===== src/rtl/tanh_arb.sv =====
// tanh_arb: shares one pipelined tanh engine among NREQ requesters and tags each result with its
// originating requester ID. Define TANH_ARB_FIXED_PRIO_EN for fixed priority (requester 0 highest).
module tanh_arb #(
    parameter int unsigned NREQ       = 4,
    parameter int unsigned TAGQ_DEPTH = 16
) (
    input  logic                    clk,
    input  logic                    rst_n,
    input  logic [14*NREQ-1:0]      i_req_x,
    input  logic [NREQ-1:0]         i_req_valid,
    output logic [NREQ-1:0]         o_req_ready,
    output logic [13:0]             o_eng_x,
    output logic                    o_eng_valid,
    input  logic                    i_eng_ready,
    input  logic [13:0]             i_eng_fx,
    input  logic                    i_eng_valid,
    output logic                    o_eng_ready,
    output logic [13:0]             o_fx,
    output logic [$clog2(NREQ)-1:0] o_id,
    output logic                    o_valid,
    input  logic                    i_ready,
    output logic                    o_err
);
    localparam int unsigned IdW  = $clog2(NREQ);
    localparam int unsigned PtrW = (TAGQ_DEPTH > 1) ? $clog2(TAGQ_DEPTH) : 1;
    localparam int unsigned CntW = $clog2(TAGQ_DEPTH + 1);
    localparam logic [PtrW-1:0] PtrLast = PtrW'(TAGQ_DEPTH - 1);
    localparam logic [CntW-1:0] CntFull = CntW'(TAGQ_DEPTH);

    logic [13:0]     req_x [NREQ];
    logic [IdW-1:0]  grant_id;
    logic [IdW-1:0]  cand;
    logic            issue;
    logic            pop;
    logic            empty;
    logic            full;

    logic [IdW-1:0]  tagq_mem [TAGQ_DEPTH];
    logic [PtrW-1:0] wr_ptr_q, wr_ptr_d;
    logic [PtrW-1:0] rd_ptr_q, rd_ptr_d;
    logic [CntW-1:0] count_q, count_d;
    logic            err_q, err_d;

    for (genvar r = 0; r < NREQ; r++) begin : g_unpack
        assign req_x[r] = i_req_x[14*r +: 14];
    end

`ifndef TANH_ARB_FIXED_PRIO_EN
    logic [IdW-1:0] rr_ptr_q, rr_ptr_d;
`endif

    // Scan from the highest offset down so the lowest offset with a valid request wins.
    always_comb begin
        grant_id = '0;
        cand     = '0;
        for (int k = NREQ - 1; k >= 0; k--) begin
`ifdef TANH_ARB_FIXED_PRIO_EN
            cand = IdW'(k);
`else
            cand = rr_ptr_q + IdW'(k);
`endif
            if (i_req_valid[cand]) begin
                grant_id = cand;
            end
        end
    end

    assign empty = (count_q == '0);
    assign full  = (count_q == CntFull);

    // Gated by rst_n so nothing is offered to the engine while the block is held in reset.
    assign o_eng_valid = rst_n & (|i_req_valid) & ~full;
    assign o_eng_x     = req_x[grant_id];
    assign issue       = o_eng_valid & i_eng_ready;
    assign o_req_ready = issue ? (NREQ'(1) << grant_id) : '0;

    assign pop         = i_eng_valid & i_ready & ~empty;
    assign o_eng_ready = i_ready;
    assign o_fx        = i_eng_fx;
    assign o_valid     = i_eng_valid;
    assign o_id        = (rst_n && !empty) ? tagq_mem[rd_ptr_q] : '0;
    assign o_err       = err_q;

    always_comb begin
        wr_ptr_d = wr_ptr_q;
        rd_ptr_d = rd_ptr_q;
        count_d  = count_q;
        if (issue) begin
            wr_ptr_d = (wr_ptr_q == PtrLast) ? '0 : wr_ptr_q + 1'b1;
        end
        if (pop) begin
            rd_ptr_d = (rd_ptr_q == PtrLast) ? '0 : rd_ptr_q + 1'b1;
        end
        if (issue && !pop) begin
            count_d = count_q + 1'b1;
        end else if (pop && !issue) begin
            count_d = count_q - 1'b1;
        end
    end

    // A result handshake with no outstanding ID is a protocol violation by the engine.
    assign err_d = err_q | (i_eng_valid & i_ready & empty);

    always_ff @(posedge clk or negedge rst_n) begin
        if (!rst_n) begin
            wr_ptr_q <= '0;
            rd_ptr_q <= '0;
            count_q  <= '0;
            err_q    <= 1'b0;
        end else begin
            wr_ptr_q <= wr_ptr_d;
            rd_ptr_q <= rd_ptr_d;
            count_q  <= count_d;
            err_q    <= err_d;
        end
    end

    always_ff @(posedge clk) begin
        if (issue) begin
            tagq_mem[wr_ptr_q] <= grant_id;
        end
    end

`ifndef TANH_ARB_FIXED_PRIO_EN
    assign rr_ptr_d = issue ? grant_id + 1'b1 : rr_ptr_q;

    always_ff @(posedge clk or negedge rst_n) begin
        if (!rst_n) begin
            rr_ptr_q <= '0;
        end else begin
            rr_ptr_q <= rr_ptr_d;
        end
    end
`endif

endmodule


===== config.mk =====
export PLATFORM = sky130hd
export DESIGN_NAME = tanh_arb
export DESIGN_NICKNAME = d
export VERILOG_FILES = /design/src/rtl/tanh_arb.sv
export SDC_FILE = /design/constraint.sdc
export NUM_CORES = 1
export LEC_CHECK = 0
export ABC_AREA = 1
export CORE_MARGIN = 2
export CORE_UTILIZATION = 34
export CTS_BUF_LIST = sky130_fd_sc_hd__clkbuf_4
export DETAILED_ROUTE_END_ITERATION = 6
export GPL_ROUTABILITY_DRIVEN = 0
export PLACE_DENSITY = 0.65
export SLEW_MARGIN = 30
export SYNTH_ARGS = -nofsm -noshare
export SYNTH_HDL_FRONTEND = slang
export SYNTH_SLANG_ARGS = --single-unit

===== constraint.sdc =====
create_clock -name clk -period 6.4 [get_ports clk]
set_input_delay 0.64 -clock clk [delete_from_list [all_inputs] [get_ports clk]]
set_output_delay 0.64 -clock clk [all_outputs]
set_load 0.02 [all_outputs]

==> results by group <==
Status
  – Outcome: complete, no violations

Hold path
  – Hold path depth: 1
  – HP Start: o_err
  – Hold Crit Class: flip-flop to flip-flop

Layout
  – Post-Layout Cell Count: 653
  – Multi-input combinational cell area: 1500 µm²
  – Most frequent cells in the layout: nand2_1 (89), clkdlybuf4s50_1 (88), inv_1 (83)
  – Final instance area: 4362 µm²
  – Area growth syn-to-layout: 26.21%
  – Commonest non-fill, non-tap cell in the layout: nand2_1
  – # nets final: 612
  – ANT cells: 0
  – Fraction of layout cells with a size suffix above 1: 0.07692
  – Fill cells: 1022
  – Sequential cell area: 1361 µm²
  – Post-layout util: 0.4442

Timing
  – Maximum clock rate: 228.8 MHz
  – Relative slew margins: 0.5854
  – Fin. Hold Viols: 0
  – RSZ-0062 raised after global routing: no
  – Setup TNS: 0 ns
  – Period utilisation layout: 0.6828
  – Final setup margin: 2.030 ns
  – Final Critical Period: 4.370 ns
  – Worst-Margin Slew: 0.6197 ns
  – Max-slew violations: 0
  – Setup-failing EPs final: 0
  – Final Skew: 0.01158 ns

Power and ir drop
  – Worst VDD drop: 0.3787 mV
  – Leakage power total: 2.021 nW
  – PwrDens: 507.3 nW/µm²

Global route
  – Vias in the first global route: 3127
  – Total gr overflow: 0
  – Largest net degree at the start of global routing: 33
  – Initial antenna violation count: 0
  – Total GRT Usage: 0.1571
  – First-pass GRT wire length: 14.36 mm

Routing
  – Met2 wire len: 3.964 mm
  – Via count: 3102
  – WL met1: 3.696 mm
  – WL met3: 578 µm
  – Avg WL per Cell: 12.81 µm
  – Vias per inst: 4.750
  – Initial DRC Count: 140
  – DRC viols: 0
  – Post-route ant nets: 0
  – Pre-antenna DRT Iters: 4
  – Total Wirelength: 8.368 mm
  – Top layer reached by signal wires: met4

Logic synthesis
  – Yosys cell types: 33
  – Post-Synthesis Cells: 454
  – Syn nets: 547
  – Number of synthesized register bits: 48
  – Sequential-to-total area share from yosys stat: 0.3939
  – Warnings, synthesis: 0
  – Mapped Area: 3456 µm²
  – Mean Syn Cell Area: 7.612 µm²

Place
  – Hpwl dp: 6.276 mm
  – Placed inst area: 4275 µm²
  – Dpl ws: 1.718 ns
  – Placed cells: 645
  – PortBufs: 88

Clock tree
  – CTS Buffer Depth: 2
  – Clock Latency Late Sink: 0.36 ns
  – Hold-fix buffers, CTS: 0
  – Total CTS buffers: 5
  – Post-CTS Setup Inserts: 0
  – CTS resizes: 0
  – Reg clk slew, reported paths: 0.13 ns
  – Clock root buffer: clkbuf_4
  – Clk sink count: 48
  – H-tree levels: 2
  – TritonCTS clock tree: built

Job
  – Max-cap viol count: 0

Worst setup path
  – CP Capture Type: output pin
  – Reg2reg start: count_q[0]
  – Worst R2R Setup Slack: 3.59 ns
  – Worst endpoint required time: 5.76 ns
  – CP max FO: 32
  – Setup Crit Path Kind: input pin to output pin
  – Critical Path Source Type: input pin
  – Critical path arrival: 3.73 ns
  – Worst r2r path cells: 11
  – Setup crit start: i_req_valid[1]

Floorplan
  – Row count: 36
  – Starting Density: 0.3519
  – Die area: 10990 µm²
  – Ports: 117
  – Die Width: 104.8 µm
  – Die span in y: 104.8 µm
  – Core ar.: 9819 µm²
## Yosys cell counts (all sizes together)
library cell,instances,area (µm²)
nand2,97,386.6
inv,88,335.3
nand3,72,425.4
nor2,44,165.2
edfxtp,32,960.9
buf,31,246.5
o21ai,24,120.1
dfrtp,16,400.4
ha,13,162.7
a21oi,8,40.04
o22ai,6,37.54
xor2,4,35.03
clkbuf,3,11.26
a21o,2,15.01
o211ai,2,15.01
o221ai,2,17.52
a31oi,1,6.260
and2,1,8.760
clkinv,1,3.750
fa,1,20.02
nand3b,1,7.510
nand4,1,6.260
nor4,1,6.260
o21bai,1,7.510
or2,1,6.260
xnor2,1,8.760
## state kept, by name, summed over array words and instances, names as in the netlist
| register | count |
|---|---|
| wr_ptr_q | 4 |
| count_q | 5 |
| rd_ptr_q | 4 |
| tagq_mem | 32 |
| rr_ptr_q | 2 |
| o_err | 1 |
## logic make-up after synthesis
group,Yosys count,share of synthesized area
flip-flops,48,0.3939
AO/OA/AOI/OAI,46,0.07495
AND/OR/NAND/NOR,218,0.2929
buffers and inverters,123,0.1727
XOR/XNOR,5,0.01267
adder cells (fa/ha/maj),14,0.05286
## metal layers
metal / global-route usage / up-vias
met5: 0 / -
met4: 0.04286 / 0
met3: 0.03618 / 12
met2: 0.2699 / 116
met1: 0.1977 / 1427
li1: - / 1547
## layout make-up
| class | instances | share of cell area |
|---|---|---|
| Sequential cell | 48 | 0.3121 |
| Clock buffer | 5 | 0.008606 |
| Timing Repair Buffer | 92 | 0.2088 |
| Clock inverter | 3 | 0.01061 |
| Inverter | 89 | 0.07774 |
| Tap cell | 133 | 0.03815 |
| Multi-Input combinational cell | 283 | 0.3439 |
## through the flow
stage	hold WS, ns	power [mW]
global placement	0.4575	2.014
detailed placement	0.4775	2.034
finish	0.5015	2.213
floorplan	0.3444	1.583
CTS	0.5013	2.233
global route	0.5250	2.425
## power breakdown
part	switching (mW)	leakage, nW	internal, mW
Sequential	0.0860	0.480	0.454
Clock	0.0994	0.0418	0.0836
Combinational	0.912	1.50	0.578
Total	1.10	2.02	1.12
## critical path, cell delays in order
cell             delay (ns)
clkdlybuf4s50_1        0.43
inv_1                  0.10
nand2_1                0.09
nand3_1                0.14
nand2_1                0.07
nand3_2                0.08
nand2_2                0.05
nand2_2                0.46
nand2_2                0.53
inv_2                  0.20
ha_1                   0.16
inv_1                  0.04
nor2_1                 0.09
clkdlybuf4s50_1        0.62
## final timing paths
check / endpoint
setup / recovery: o_req_ready[0]
hold / removal: o_err
max in group asynchronous: count_q[0]
hold reg to reg: o_err
setup reg to reg: count_q[4]
min in group asynchronous: count_q[2]
(Power assumes the default switching activity.)
